<file path="src/rtl/tone_sequencer.sv">
// tone_sequencer
//   Steps through a fixed C-major table of note divisors and drives the 32-bit divisor input
//   of a downstream frequency divider. Each note sounds for NOTE_TICKS clk cycles, followed by
//   GAP_TICKS cycles of silence (skipped when GAP_TICKS is 0), then the next note starts.
//   Divisor entry i = CLK_HZ/(2*f_i) - 1, which suits a divider that toggles when its count
//   reaches the divisor (output period 2*(divisor+1)).
//
// Optional build macro:
//   TONE_SEQ_LOOP_EN - adds the loop input; when high at the end of the last note, playback
//                      wraps to note 0 instead of finishing.
//
// Ports:
//   clk      in   system clock (the divided clock is never used as a clock here)
//   reset    in   synchronous, active-high reset
//   start    in   one-cycle request to begin playback from note 0 (ignored while busy)
//   stop     in   abort playback and return to idle; wins over start
//   loop     in   wrap request, sampled at the end of the last note (TONE_SEQ_LOOP_EN only)
//   divisor  out  registered divisor for the frequency divider
//   tone_en  out  high while a note is sounding
//   note_idx out  index of the current/last note
//   busy     out  high while playing or in a gap
//   done     out  one-cycle pulse on normal completion

module tone_sequencer #(
   parameter int unsigned CLK_HZ     = 50_000_000,
   parameter int unsigned NUM_NOTES  = 8,
   parameter int unsigned NOTE_TICKS = 25_000_000,
   parameter int unsigned GAP_TICKS  = 2_500_000
) (
   input  logic        clk,
   input  logic        reset,
   input  logic        start,
   input  logic        stop,
`ifdef TONE_SEQ_LOOP_EN
   input  logic        loop,
`endif
   output logic [31:0] divisor,
   output logic        tone_en,
   output logic [2:0]  note_idx,
   output logic        busy,
   output logic        done
);

   localparam logic [1:0] ST_IDLE = 2'd0;
   localparam logic [1:0] ST_PLAY = 2'd1;
   localparam logic [1:0] ST_GAP  = 2'd2;

   localparam int unsigned MAX_TICKS = (NOTE_TICKS > GAP_TICKS) ? NOTE_TICKS : GAP_TICKS;
   localparam int unsigned CNT_W     = $clog2(MAX_TICKS + 1);

   localparam logic [CNT_W-1:0] NOTE_LAST = CNT_W'(NOTE_TICKS - 1);
   localparam logic [CNT_W-1:0] GAP_LAST  = CNT_W'((GAP_TICKS > 0) ? GAP_TICKS - 1 : 0);
   localparam logic [2:0]       LAST_IDX  = 3'(NUM_NOTES - 1);

   function automatic logic [31:0] note_div(input int unsigned idx);
      int unsigned f;
      case (idx)
         0:       f = 262;
         1:       f = 294;
         2:       f = 330;
         3:       f = 349;
         4:       f = 392;
         5:       f = 440;
         6:       f = 494;
         default: f = 523;
      endcase
      return 32'(CLK_HZ / (2 * f) - 1);
   endfunction

   localparam logic [31:0] NOTE_TABLE [8] = '{
      note_div(0), note_div(1), note_div(2), note_div(3),
      note_div(4), note_div(5), note_div(6), note_div(7)
   };

   logic [1:0]       state_q, state_d;
   logic [CNT_W-1:0] cnt_q, cnt_d;
   logic [2:0]       idx_q, idx_d;
   logic [31:0]      div_q, div_d;
   logic             tone_q, tone_d;
   logic             busy_q, busy_d;
   logic             done_q, done_d;

   logic             loop_req;
   logic             note_done;
   logic [2:0]       idx_next;

`ifdef TONE_SEQ_LOOP_EN
   assign loop_req = loop;
`else
   assign loop_req = 1'b0;
`endif

   // A note (sound plus optional gap) is complete on the last cycle of whichever phase ends it.
   assign note_done = ((state_q == ST_PLAY) && (cnt_q == NOTE_LAST) && (GAP_TICKS == 0)) ||
                      ((state_q == ST_GAP) && (cnt_q == GAP_LAST));
   assign idx_next  = idx_q + 3'd1;

   always_comb begin
      state_d = state_q;
      cnt_d   = cnt_q;
      idx_d   = idx_q;
      div_d   = div_q;
      tone_d  = tone_q;
      busy_d  = busy_q;
      done_d  = 1'b0;

      if (stop) begin
         state_d = ST_IDLE;
         cnt_d   = '0;
         idx_d   = 3'd0;
         div_d   = NOTE_TABLE[0];
         tone_d  = 1'b0;
         busy_d  = 1'b0;
      end else if (state_q == ST_IDLE) begin
         if (start) begin
            state_d = ST_PLAY;
            cnt_d   = '0;
            idx_d   = 3'd0;
            div_d   = NOTE_TABLE[0];
            tone_d  = 1'b1;
            busy_d  = 1'b1;
         end
      end else if (note_done) begin
         cnt_d = '0;
         if (idx_q != LAST_IDX) begin
            state_d = ST_PLAY;
            idx_d   = idx_next;
            div_d   = NOTE_TABLE[idx_next];
            tone_d  = 1'b1;
         end else if (loop_req) begin
            state_d = ST_PLAY;
            idx_d   = 3'd0;
            div_d   = NOTE_TABLE[0];
            tone_d  = 1'b1;
         end else begin
            // Normal end: note_idx and divisor keep the last note's values.
            state_d = ST_IDLE;
            tone_d  = 1'b0;
            busy_d  = 1'b0;
            done_d  = 1'b1;
         end
      end else if ((state_q == ST_PLAY) && (cnt_q == NOTE_LAST)) begin
         // Only reachable with a non-zero gap; the divisor holds through the silence.
         state_d = ST_GAP;
         cnt_d   = '0;
         tone_d  = 1'b0;
      end else begin
         cnt_d = cnt_q + CNT_W'(1);
      end
   end

   always_ff @(posedge clk) begin
      if (reset) begin
         state_q <= ST_IDLE;
         cnt_q   <= '0;
         idx_q   <= 3'd0;
         div_q   <= NOTE_TABLE[0];
         tone_q  <= 1'b0;
         busy_q  <= 1'b0;
         done_q  <= 1'b0;
      end else begin
         state_q <= state_d;
         cnt_q   <= cnt_d;
         idx_q   <= idx_d;
         div_q   <= div_d;
         tone_q  <= tone_d;
         busy_q  <= busy_d;
         done_q  <= done_d;
      end
   end

   assign divisor  = div_q;
   assign tone_en  = tone_q;
   assign note_idx = idx_q;
   assign busy     = busy_q;
   assign done     = done_q;

endmodule
</file>
<file path="config.mk">
export PLATFORM = sky130hd
export DESIGN_NAME = tone_sequencer
export DESIGN_NICKNAME = d
export VERILOG_FILES = /design/src/rtl/tone_sequencer.sv
export SDC_FILE = /design/constraint.sdc
export NUM_CORES = 1
export LEC_CHECK = 0
export ABC_AREA = 1
export BUFFER_PORTS_ARGS = -buffer_cell sky130_fd_sc_hd__buf_4
export CORE_MARGIN = 4
export CORE_UTILIZATION = 57
export CTS_BUF_LIST = sky130_fd_sc_hd__clkbuf_16
export DETAILED_ROUTE_END_ITERATION = 10
export GPL_ROUTABILITY_DRIVEN = 0
export PLACE_DENSITY_LB_ADDON = 0.05
export SETUP_SLACK_MARGIN = 0.5
export SYNTH_ARGS = -nofsm -noshare
export SYNTH_HDL_FRONTEND = slang
export SYNTH_SLANG_ARGS = --single-unit
</file>
<file path="constraint.sdc">
create_clock -name clk -period 1.8 [get_ports clk]
set_input_delay 0 -clock clk [delete_from_list [all_inputs] [get_ports clk]]
set_output_delay 0 -clock clk [all_outputs]
set_load 0.05 [all_outputs]
</file>
==> results.md <==
Outcome:
- The flow ran to the end, and the final reports show no timing, DRC or antenna violations.

Routing:
- After detailed routing, the average wire length per cell comes to 16.5 um.
- After the first detailed-routing iteration, the DRC count stood at 489.
- The number of vias in the routed layout is 3136.
- The first detailed-routing pass took 5 iterations.
- After detailed routing, the total wire length is 9120 um.
- In the routed design, unresolved DRC markers number 0.
- The detail route stage leaves a number of antenna-violating nets equal to 0.
- The ratio of routed vias to standard cells is 5.68.

Final layout:
- The count of placed standard cells in the final layout, fillers left out is 552.
- The total inserted antenna cells is 0.
- The multi-input combinational cells in the finished layout cover a total of 1980 um2.
- The count of fill cells added during filler insertion is 312.
- Once layout is complete, the utilization of the core stands at 80.7%.
- In the layout the commonest cells are sky130_fd_sc_hd__nand2_1, sky130_fd_sc_hd__nor2_1, sky130_fd_sc_hd__buf_4, sky130_fd_sc_hd__nand3_1, sky130_fd_sc_hd__inv_1.
- After the last flow step, the layout net total stands at 497.
- The area overhead of the layout relative to synthesis is 35.1%.
- The share of cells above drive strength 1 is 35.5%.
- The area occupied by registers is 980 um2.
- Leaving out fill and tap cells, the most frequent cell in the layout is sky130_fd_sc_hd__nand2_1.

Setup path:
- STA puts the critical path data arrival time at 1830 ps.
- For this run, the slowest stage of the critical path takes 360 ps.
- The kind of cell with the highest combined delay along the critical path is simple AND/OR/NAND/NOR gates.
- The slowest stage of the critical path is the sky130_fd_sc_hd__dfxtp_2 cell.
- The capturing element type of the critical path is a register.
- The logic depth of the worst path, buffers included is 8.
- The number of cells traversed by the worst register-to-register path is 8.
- The worst register-to-register path begins at cnt_q[0].
- The cell that appears most often on the critical path is sky130_fd_sc_hd__nor2_1.
- The critical path goes through ha_4, nand3_2, nor2_4, nand2_2, nor2_1, nand4_1, o21ai_0, nor2_1.
- At the worst endpoint, the required time is 1970 ps.
- The startpoint type of the worst setup path is a register.
- The total buffers and inverters traversed by the critical path is 0.
- The critical path launch point is cnt_q[0].
- The top fanout value on the critical path is 6.
- The critical path is of the reg2reg type.

Power and ir drop:
- The total power draw is 2520 uW.
- Summed over all cells, the static leakage comes to 0.00158 uW.
- Power spread over the standard cell area amounts to 653 nW/um2.
- IR analysis of the VDD net gives a maximum drop of 0.371 mV.

Floorplanning:
- The core region is 4790 um2.
- The area enclosed by the die boundary is 6210 um2.
- The count of standard-cell rows is 25.
- The height of the die is 78.8 um.
- The starting density of the core is 59.7%.
- The horizontal die dimension is 78.8 um.
- The count of pins on the block boundary is 42.

Timing:
- The final critical delay including setup and external delays is 1660 ps.
- The final count of hold timing violations is 0.
- Setup repair after global routing could not meet its margin everywhere.
- The total negative setup slack is 0 ps.
- The highest achievable clock rate is 0.602 GHz.
- The smallest hold slack is 38.2 ps.
- The post-route clock period utilization is 92.3%.
- Setup violations remaining at the end of the flow were counted as 0.
- The max-slew violation count is 0.
- Between clock sinks in the finished design, the worst skew comes to 8.52 ps.

Clock tree:
- Counting the buffers created by CTS gives 5.
- The clock drives 47 sinks.
- The CTS tree is yes.
- The clock latency at the later pin of the worst-skew pair is 290 ps.
- The buffer depth of the longest clock path is 2.
- The clock root buffer is sky130_fd_sc_hd__clkbuf_16.
- Clock-pin slew was measured on the worst setup and hold paths at 70 ps.
- The H-tree was split into 2 levels.

Run:
- Across the run, the number of max-cap violations was 0.

Synthesis:
- Summing the sequential cell areas from Yosys gives 32.9% of the chip area.
- The mean post-synth cell area is 6.69 um2.
- The Yosys step of the flow raised 0 warnings.
- The number of library cell types mapped by synthesis is 31.
- The cell accounting for the most synthesized area is sky130_fd_sc_hd__dfxtp_1.
- After synthesis, the largest area contributor takes up 32.9% of total cell area.
- In the synthesized netlist, the number of instances is 427.
- After synthesis the cells add up to 2860 um2.
- The synthesized design contains 47 register bits.
- After synthesis, the cell types taking the most area are sky130_fd_sc_hd__dfxtp_1, sky130_fd_sc_hd__nand2_1, sky130_fd_sc_hd__nor2_1, sky130_fd_sc_hd__nand3_1, sky130_fd_sc_hd__inv_1.

Global route:
- The global-route congestion overflow total is 0.
- The global router's overall resource usage is 24.8%.
- The pin count of the biggest net entering global routing is 24.
- The via count of the first global-routing pass came to 2550.
- The first-pass GRT wire length is 12300 um.
- The initial antenna violation count is 0.

Min path:
- The path class of the tightest hold or removal check is in2reg.
- The launch point of the worst hold path is start.
- The cell depth of the worst min-delay path is 3.

Placement:
- The count of buffers added on input and output ports is 26.
- The post-placement cell count is 512.
- The estimated wirelength of the detail-placed design is 5050 um.
[cell type report]
cell class	count	share of cell area (%)
repair buffers	59	12.5
flip-flops and latches	47	25.4
clock inverters	2	0.421
well taps	67	2.17
clock buffers	6	3.89
inverters	42	4.34
multi-input cells	329	51.3
[cell usage after synthesis]
library cell and number:
sky130_fd_sc_hd__o21ai_0 9, sky130_fd_sc_hd__nand2_4 5, sky130_fd_sc_hd__nor3_1 9, sky130_fd_sc_hd__or2_2 1, sky130_fd_sc_hd__nand2_1 103, sky130_fd_sc_hd__o211ai_1 1, sky130_fd_sc_hd__nor4_1 2, sky130_fd_sc_hd__nand3b_1 2
sky130_fd_sc_hd__nand4_1 6, sky130_fd_sc_hd__conb_1 1, sky130_fd_sc_hd__o21bai_1 1, sky130_fd_sc_hd__buf_2 2, sky130_fd_sc_hd__nand3_1 47, sky130_fd_sc_hd__ha_1 9, sky130_fd_sc_hd__a21oi_1 18, sky130_fd_sc_hd__inv_2 3
sky130_fd_sc_hd__nand3_2 2, sky130_fd_sc_hd__inv_1 39, sky130_fd_sc_hd__clkbuf_1 3, sky130_fd_sc_hd__xnor2_1 2, sky130_fd_sc_hd__nand2_2 1, sky130_fd_sc_hd__buf_6 4, sky130_fd_sc_hd__xor2_1 13, sky130_fd_sc_hd__o21ai_1 4
sky130_fd_sc_hd__nor2_1 69, sky130_fd_sc_hd__a21oi_4 1, sky130_fd_sc_hd__nor2_2 2, sky130_fd_sc_hd__buf_4 18, sky130_fd_sc_hd__nor2_4 2, sky130_fd_sc_hd__dfxtp_1 47, sky130_fd_sc_hd__a21oi_2 1
[tightest hold or removal path: cells and delay by family]
kind,cells,cell delay (ps)
buffers and inverters,1,130
and+or+nand+nor,1,70
AOI/OAI and AO/OA,1,70
[worst paths after layout]
path,end,slack (ps)
worst max-delay path,cnt_q[12],140
worst min-delay path,busy,40
worst max register to register,cnt_q[12],140
worst min register to register,divisor[10],460
[through the flow]
| step | instance area, um2 | worst slack (ps) |
|---|---|---|
| global route | 3860 | 99.4 |
| global placement | 3120 | 153 |
| CTS | 3560 | 307 |
| finish | 3860 | 138 |
| detailed placement | 3120 | 144 |
| floorplan | 3010 | 299 |
[cell families (layout without fill, tap and decap cells)]
| family | Yosys count | in the layout | synth area share (%) |
|---|---|---|---|
| other | 1 | 15 | 0.131 |
| buffers and inverters | 69 | 109 | 12.6 |
| adder cells (fa/ha/maj) | 9 | 9 | 3.94 |
| AND/OR/NAND/NOR | 251 | 255 | 39.0 |
| XOR/XNOR | 15 | 15 | 4.60 |
| AO/OA/AOI/OAI | 35 | 35 | 6.83 |
| flip-flops | 47 | 47 | 32.9 |
[what timing repair did]
action                                  in CTS  in global routing
cloned                                       2                  3
resized for setup                           39                 53
hold buffers                                 0                  0
setup buffers                               13                 14
pin swaps                                   17                 15
endpoints found under the setup margin      46                 47
[routing by layer]
| layer | share of wire [%] | up-vias | track usage (%) |
|---|---|---|---|
| met5 | 0 | - | 0 |
| met4 | 3.4 | 0 | 4.20 |
| met3 | 11 | 46 | 4.54 |
| met2 | 46 | 208 | 38.2 |
| met1 | 40 | 1442 | 36.4 |
| li1 | - | 1440 | - |
[sequential cells by signal, summed over array words and instances, names as in the netlist]
name      cells
cnt_q        25
divisor      16
note_idx      2
busy          1
done          1
state_q       1
tone_en       1
[power breakdown]
part / total, uW / switching (uW) / internal [uW] / leakage [uW]
Sequential: 1060 / 11.5 / 1050 / 0.000393
Combinational: 424 / 301 / 123 / 0.00111
Clock: 1040 / 433 / 605 / 0.0000786
Note: power is estimated with default switching activity, not from simulation.
